**src/rtl/fetch_unit.sv**
```systemverilog
// Instruction fetch stage: one outstanding imem request at a time, 2-entry in-order
// queue of {instr, pc+4} feeding IF/ID, flushed on redirect.
module fetch_unit #(
  parameter logic [31:0] RESET_PC  = 32'h0000_0000,
  parameter int unsigned BUF_DEPTH = 2
) (
  input  logic        clk,
  input  logic        rst,
  output logic        imem_req,
  output logic [31:0] imem_addr,
  input  logic        imem_ready,
  input  logic        imem_rvalid,
  input  logic [31:0] imem_rdata,
  input  logic        IF_ID_Write,
  input  logic        redirect,
  input  logic [31:0] redirect_pc,
  output logic [31:0] instr_out,
  output logic [31:0] PC_plus_four_out,
  output logic        fetch_valid
);

  localparam logic [1:0] DEPTH_C = 2'(BUF_DEPTH);

  typedef enum logic [2:0] {
    IDLE,
    REQ,
    WAIT,
    REQ_DROP,
    DROP
  } state_e;

  state_e      state_q, state_d;
  logic [31:0] fetch_pc_q, fetch_pc_d;
  logic [31:0] issued_pc_q, issued_pc_d;
  logic [31:0] req_addr_q, req_addr_d;
  logic [31:0] hd_instr_q, hd_instr_d, hd_pc4_q, hd_pc4_d;
  logic [31:0] tl_instr_q, tl_instr_d, tl_pc4_q, tl_pc4_d;
  logic [1:0]  count_q, count_d, count_pop;
  logic        pop, push;
  logic        unused_pc_lsb;

  assign unused_pc_lsb = ^redirect_pc[1:0];

  assign fetch_valid      = (count_q != 2'd0);
  assign instr_out        = fetch_valid ? hd_instr_q : '1;
  assign PC_plus_four_out = fetch_valid ? hd_pc4_q : '0;
  assign imem_req         = (state_q == REQ) || (state_q == REQ_DROP);
  assign imem_addr        = req_addr_q;
  assign pop              = IF_ID_Write & fetch_valid;
  assign count_pop        = count_q - {1'b0, pop};

  always_comb begin
    state_d     = state_q;
    fetch_pc_d  = fetch_pc_q;
    issued_pc_d = issued_pc_q;
    req_addr_d  = req_addr_q;
    push        = 1'b0;
    case (state_q)
      IDLE: begin
        if (!redirect && (count_pop < DEPTH_C)) state_d = REQ;
      end
      REQ: begin
        if (imem_ready) begin
          issued_pc_d = fetch_pc_q;
          fetch_pc_d  = fetch_pc_q + 32'd4;
          state_d     = redirect ? DROP : WAIT;
        end else if (redirect) begin
          state_d = REQ_DROP;
        end
      end
      WAIT: begin
        if (imem_rvalid) begin
          if (redirect) begin
            state_d = IDLE;
          end else begin
            push    = 1'b1;
            state_d = ((count_pop + 2'd1) < DEPTH_C) ? REQ : IDLE;
          end
        end else if (redirect) begin
          state_d = DROP;
        end
      end
      REQ_DROP: begin
        if (imem_ready) state_d = DROP;
      end
      DROP: begin
        if (imem_rvalid) state_d = IDLE;
      end
      default: state_d = IDLE;
    endcase
    if (redirect) fetch_pc_d = {redirect_pc[31:2], 2'b00};
    // The request address is frozen while req is held, so a redirect in REQ
    // retargets fetch_pc without disturbing the request already on the bus.
    if ((state_q != REQ) && (state_q != REQ_DROP)) req_addr_d = fetch_pc_d;
  end

  always_comb begin
    hd_instr_d = hd_instr_q;
    hd_pc4_d   = hd_pc4_q;
    tl_instr_d = tl_instr_q;
    tl_pc4_d   = tl_pc4_q;
    count_d    = count_q;
    if (redirect) begin
      count_d = '0;
    end else begin
      if (pop) begin
        hd_instr_d = tl_instr_q;
        hd_pc4_d   = tl_pc4_q;
      end
      if (push) begin
        if (count_pop == 2'd0) begin
          hd_instr_d = imem_rdata;
          hd_pc4_d   = issued_pc_q + 32'd4;
        end else begin
          tl_instr_d = imem_rdata;
          tl_pc4_d   = issued_pc_q + 32'd4;
        end
      end
      count_d = count_pop + {1'b0, push};
    end
  end

  always_ff @(posedge clk or negedge rst) begin
    if (!rst) begin
      state_q     <= IDLE;
      fetch_pc_q  <= RESET_PC;
      issued_pc_q <= RESET_PC;
      req_addr_q  <= RESET_PC;
      hd_instr_q  <= '1;
      hd_pc4_q    <= '0;
      tl_instr_q  <= '1;
      tl_pc4_q    <= '0;
      count_q     <= '0;
    end else begin
      state_q     <= state_d;
      fetch_pc_q  <= fetch_pc_d;
      issued_pc_q <= issued_pc_d;
      req_addr_q  <= req_addr_d;
      hd_instr_q  <= hd_instr_d;
      hd_pc4_q    <= hd_pc4_d;
      tl_instr_q  <= tl_instr_d;
      tl_pc4_q    <= tl_pc4_d;
      count_q     <= count_d;
    end
  end

endmodule

```
**config.mk**
```make
export PLATFORM = sky130hd
export DESIGN_NAME = fetch_unit
export DESIGN_NICKNAME = d
export VERILOG_FILES = /design/src/rtl/fetch_unit.sv
export SDC_FILE = /design/constraint.sdc
export NUM_CORES = 1
export LEC_CHECK = 0
export CAP_MARGIN = 20
export CORE_UTILIZATION = 49
export DETAILED_ROUTE_END_ITERATION = 10
export GPL_TIMING_DRIVEN = 0
export PLACE_DENSITY = 0.76
export SYNTH_ARGS = -nofsm -noshare
export SYNTH_HDL_FRONTEND = slang
export SYNTH_SLANG_ARGS = --single-unit
```
**constraint.sdc**
```tcl
create_clock -name clk -period 2.5 [get_ports clk]
set_clock_uncertainty 0.05 [all_clocks]
set_input_delay 0.375 -clock clk [delete_from_list [all_inputs] [get_ports clk]]
set_output_delay 0.375 -clock clk [all_outputs]
set_load 0.03 [all_outputs]
```
==> out/metrics.cfg, run 1 <==
[place]
hpwl_um=19600
io_buffers=164
place.gp.congestion=0.904

[synthesis]
yosysUniqueCellTypes=54
synth-edff-count=0
syn-instance-count=1079
netlist_area_um2=11200
yosys_warnings=0
synthFlopType=dfrtp_1
postSynthAreaPerCell_um2=10.4
async_reset_ff_share_pct=100
seq_area_frac_synth_pct=52.0
ys_ff_latch=229
synth.net_count=1153

[die]
start_util_pct=50.6
die_height_um=153
placementRows=54
core_um2=22100
ios=168
fp.dieW_um=153
die_area_um2=23400

[worst_setup_path]
crit_arrival_ps=2780
r2r_start=count_q[1]
r2r_cells=9
crit_path_max_incr_delay_ps=440
crit_chain=or2_4 > nand2_4 > inv_1 > ha_1 > xnor2_4 > a211o_1 > a21o_1 > nand3_1 > mux2_2
critPathLaunchType=flip-flop
critical_path_class=reg -> reg
cp_num_buf_inv=1
slowest_stage=dfrtp_2
end_kind=flip-flop
r2r_setup_slack_ps=70
cpLargestDelayFamily=simple AND/OR/NAND/NOR gates
r2r_end=state_q[1]
crit_fanout=6
critPathRequiredTime_ps=2850

[sta]
finalCritPeriodShare_pct=97.1
worstMarginPinSlew_ps=920
rsz0062_at_grt=yes
fmax_ghz=0.412
setup_tns_ps=0
hold_violations=0
slew_headroom_pct=38.6
period_minus_slack_ps=2430
slew_violations=0
setup_viol=0

[global_route]
grt_max_degree=117
grt-ovfl-total=0
grt_pass1_wl_um=45100
grtUsageTotal_pct=23.9
grt_pass1_vias=8678
grt_antenna_before_repair=0

[clock_tree]
cts_inserted_buffers=24
h-tree-depth=1
clock_latency_ps=520
path_clk_slew_ps=60
cts_tree=yes
cts_sinks=229
clock_path_buffers=3
root_buffer=clkbuf_16

[final_layout]
final_cell_mix=190 x nand2_1, 163 x dfrtp_1, 97 x clkdlybuf4s50_1
fin_nets=1349
synthToLayoutAreaGrowth_pct=24.1
drive_gt1_share_pct=22.0
n_fill_cell=1788
multi_input_area_um2=5030
final_common_cell=nand2_1
seqCellArea_um2=5810
num_antenna_cells=0

[power]
power_mw=16.9
powerDensity_nw_per_um2=1220
p_leak_nw=6.50
irDropWorstVdd_mv=0.712

[worst_hold_path]
worstHoldPathType=in -> reg
min_path_cells=2
holdPathEnd=fetch_pc_q[4]
hold_start=redirect

[route]
detail_route.wl_per_cell_um=17.5
drtPass1Iterations=4
drtIter0Drc=413
vias=8532
wirelength_um=27500
vias_per_cell=5.43
antenna_left=0
drc_errors=0

[outcome]
outcome=finished clean

[job]
cap_viol_max_count=0

## logic make-up (layout without fill, tap and decap cells)
logic type	after synthesis	in the layout	share of synthesized area [%]
mux	142	142	13.4
buf+inv	84	295	3.30
xor+xnor	60	60	4.70
simple gates	443	443	20.3
compound gates	117	117	5.89
flops	229	229	52.0
fa+ha+maj	4	4	0.448
## where the power goes
part / total (mW) / internal [mW] / switching [mW]
clock network: 3.41 / 1.98 / 1.43
logic: 7.03 / 2.79 / 4.24
registers: 6.44 / 5.42 / 1.01
total: 16.9 / 10.2 / 6.68
## worst max path at each step
stage | from | to | slack, ps | cells after the start
detailed placement | IF_ID_Write | hd_instr_q[28] | -560 | 11
global route | count_q[1] | hd_pc4_q[17] | -30 | 9
global placement | rst | hd_pc4_q[24] | -8620 | 1
CTS | count_q[1] | PC_plus_four_out[13] | -90 | 5
floorplan | count_q[1] | hd_pc4_q[2] | 110 | 10
finish | count_q[1] | state_q[1] | 70 | 9
## registers in the layout (all words and copies together) (netlist names)
register and cells:
tl_instr_q 32, imem_addr 32, issued_pc_q 32, count_q 2, fetch_pc_q 32, hd_pc4_q 32
tl_pc4_q 32, hd_instr_q 32, state_q 3
## layer usage
| metal | wire length, um | global-route usage (%) | vias up |
|---|---|---|---|
| li1 | - | - | 4083 |
| met1 | 12600 | 33.7 | 4160 |
| met2 | 12900 | 38.5 | 247 |
| met3 | 1410 | 3.09 | 42 |
| met4 | 618 | 7.26 | 0 |
| met5 | 0 | 0 | - |
## Yosys cell counts, types with 7 or more instances
cell,number,area (um^2)
a21oi_1,36,180
nand3_1,52,260
nand4_1,21,131
inv_1,15,56.3
buf_1,9,33.8
dfstp_2,64,1680
xnor2_1,24,210
buf_2,22,110
mux2_2,57,642
and2_1,33,206
xor2_1,36,315
dfrtp_1,165,4130
nor3_1,12,60.1
nand2_1,191,717
nand2b_1,32,200
and3_1,12,75.1
o21ai_0,56,280
buf_4,7,52.6
nor2_1,47,176
clkbuf_1,31,116
mux2i_1,85,851
## cell type report
class,count,share of cell area (%)
Clock inverter,9,0.568
Inverter,15,0.406
Multi-Input combinational cell,766,36.3
Tap cell,280,2.53
Timing Repair Buffer,171,10.5
Clock buffer,32,4.83
Buffer,68,2.97
Sequential cell,229,41.9
## per-stage QoR
| step | util (%) | hold slack (ps) | setup slack (ps) | area [um^2] | instances |
|---|---|---|---|---|---|
| finish | 62.8 | 187 | 73.1 | 13900 | 1570 |
| global placement | 59.6 | 408 | -8620 | 13200 | 1523 |
| floorplan | - | 29.4 | 111 | 11200 | 1079 |
| global route | 62.8 | 209 | -25.9 | 13900 | 1570 |
| detailed placement | 59.8 | 408 | -556 | 13200 | 1524 |
| CTS | 62.8 | 169 | -90.1 | 13900 | 1568 |
## what timing repair did
action                     4_1_cts  5_1_grt
setup buffers                    3        2
setup endpoints to repair      197       49
hold endpoints to repair       110        0
gates resized for setup        291       37
pin swaps                        0        1
hold buffers                     1        0
Note: power is estimated with default switching activity, not from simulation.
==> run 2, diff against run 1 <==
--- a/config.mk
+++ b/config.mk
@@ -5,11 +5,13 @@
 export SDC_FILE = /design/constraint.sdc
 export NUM_CORES = 1
 export LEC_CHECK = 0
-export CAP_MARGIN = 20
-export CORE_UTILIZATION = 49
+export CAP_MARGIN = 25
+export CORE_UTILIZATION = 58
 export DETAILED_ROUTE_END_ITERATION = 10
+export DONT_BUFFER_PORTS = 1
 export GPL_TIMING_DRIVEN = 0
 export PLACE_DENSITY = 0.76
+export SKIP_CTS_REPAIR_TIMING = 1
 export SYNTH_ARGS = -nofsm -noshare
 export SYNTH_HDL_FRONTEND = slang
 export SYNTH_SLANG_ARGS = --single-unit
==> run 2 against run 1 <==
  * The run now ends with hold timing left
  * Sequential share of layout area is 2.4 points higher
  * Worst setup slack lost 5.5 ps
  * Sequential power increased by 7.6%
  * Die area decreased by 15%
  * Highest routed layer unchanged
  * Critical path depth up 1
  * Combinational power fell by 21%
==> out/metrics.cfg, run 2 (synthesis results as in run 1) <==
[route]
drtPass1Iterations=5  ; +1
drtIter0Drc=616  ; +49%
wirelength_um=26800  ; -2.7%
vias_per_cell=5.83  ; +7.2%
vias=8261  ; -3.2%
antenna_left=0  ; unchanged
detail_route.wl_per_cell_um=18.9  ; +7.7%
drc_errors=0  ; unchanged

[worst_setup_path]
crit_path_max_incr_delay_ps=430  ; about the same
crit_fanout=5  ; -1
critPathLaunchType=flip-flop
critPathRequiredTime_ps=2840  ; about the same
slowest_stage=dfrtp_1
critical_path_class=reg -> reg
crit_arrival_ps=2770  ; about the same
worstSetupStartpoint=count_q[1]
end_kind=flip-flop
r2r_start=count_q[1]
crit_chain=or2_4 > nand2_4 > inv_1 > ha_2 > xnor2_4 > buf_4 > a211o_1 > a21o_1 > nand3_2 > mux2_2

[final_layout]
final_common_cell=nand2_1
final_cell_mix=190 x nand2_1, 165 x dfrtp_1, 85 x mux2i_1
drive_gt1_share_pct=23.2  ; +1.2 points
fin_nets=1240  ; -8.1%
synthToLayoutAreaGrowth_pct=17.2
num_antenna_cells=0  ; unchanged
final_cell_area_um2=13100  ; -5.5%

[global_route]
grtUsageTotal_pct=26.6  ; +2.7 points
grt_max_degree=230  ; +97%
grt-ovfl-total=0  ; unchanged
grt_pass1_vias=7975  ; -8.1%
grt_pass1_wl_um=41800  ; -7.4%
grt_antenna_before_repair=0  ; unchanged

[clock_tree]
h-tree-depth=1  ; unchanged
clock_latency_ps=510  ; about the same
clock_path_buffers=3  ; unchanged
cts_tree=yes
root_buffer=clkbuf_16
cts_sinks=229  ; unchanged
path_clk_slew_ps=70  ; about the same
cts_inserted_buffers=24  ; unchanged

[power]
switching_share_pct=40.2  ; +0.61 points
seqPwrFrac_pct=42.8  ; +4.6 points
pwr-share-clk_pct=23.1  ; +2.9 points
switchingPower_mw=6.52  ; -2.5%
irDropWorstVdd_mv=0.876  ; +23%
p_int_mw=9.69  ; -4.9%
power_frac_comb_pct=34.2  ; -7.4 points
powerDensity_nw_per_um2=1240  ; +1.6%
p_leak_nw=6.12  ; -5.9%

[die]
die_height_um=141  ; -8.0%
start_util_pct=59.6  ; +9.0 points
placementRows=50  ; -7.4%
die_area_um2=19800  ; -15%
fp.dieW_um=141  ; -8.0%
core_um2=18800  ; -15%
ios=168  ; unchanged

[outcome]
violations=hold timing
outcome=finished, violations left

[job]
cap_viol_max_count=0  ; unchanged

[place]
io_buffers=0  ; -100%
hpwl_um=18300  ; -6.8%
place.gp.congestion=0.872  ; -3.5%
placed_area_um2=11500  ; -13%

[sta]
hold_violations=235  ; +235
finalCritPeriodShare_pct=97.3  ; +0.22 points
setup_viol=0  ; unchanged
holdWs_ps=-452  ; -640 ps
worstMarginPinSlew_ps=822  ; -98.9 ps
fmax_ghz=0.411  ; -0.23%
slew_violations=0  ; unchanged
slew_headroom_pct=45.2  ; +6.6 points
period_minus_slack_ps=2430  ; +5.49 ps

[worst_hold_path]
worstHoldPathType=in -> async

==> run 2: changes by cell type in the layout (fill, tap and decap cells not counted), moves of 22 or more <==
| cell | previous run | this run |
|---|---|---|
| and2_1 | 33 | 11 |
| dlygate4sd3_1 | 1 | 58 |
| buf_2 | 60 | 18 |
| and2_2 | 0 | 22 |
| clkdlybuf4s50_1 | 97 | 0 |
==> run 2: area by class of cell <==
cell class              instances  area (um^2)
clock inverters                11          138
repair buffers                 61          616
plain buffers                  69          370
inverters                      15         56.3
well taps                     234          293
clock buffers                  33          706
fillers                      1335         5660
multi-input cells             766         5120
flip-flops and latches        229         5810
==> run 2: worst paths after layout <==
path,to,slack [ps],depth (start not counted)
max reg2reg,state_q[0],70,10
min,imem_addr[9],-450,0
max in group asynchronous,imem_addr[29],2410,0
max,state_q[0],70,10
min reg2reg,hd_instr_q[30],450,2
min in group clk,imem_addr[26],-10,2
==> run 2: power groups by stage <==
stage	clock network [mW]	registers [mW]	logic, mW
2_1_floorplan	0	6.63	4.25
4_1_cts	3.78	6.90	5.17
3_3_place_gp	0	6.88	4.99
3_5_place_dp	0	6.96	5.13
6_report	3.74	6.93	5.54
5_1_grt	3.95	7.11	6.01
==> run 2: through the flow <==
step	setup slack [ps]	TNS [ps]	total power [mW]	util [%]	std cells
floorplan	111	0	10.9	-	1079
global route	-9.99	-13.8	17.1	69.8	1418
global placement	-343	-23570	11.9	61.1	1313
detailed placement	-412	-29270	12.1	61.1	1313
finish	67.6	0	16.2	69.8	1418
CTS	-461	-41600	15.9	65.6	1357
==> run 2: critical path: cells and delay by family, from the launching register on <==
kind | cells | cell delay [ps]
and+or+nand+nor | 3 | 470
AOI/OAI and AO/OA | 2 | 450
DFF | 1 | 430
muxes | 1 | 330
buffers and inverters | 2 | 200
adders and majority gates | 1 | 200
xor gates and xnor gates | 1 | 180
==> run 2: layer usage <==
layer  GRT usage [%]  up-vias  routed length (um)
met5               0        -                   0
met4            6.75        0                 535
met3            5.33       42                1580
met2            42.4      279               12600
met1            37.4     4062               12100
li1                -     3878                   -
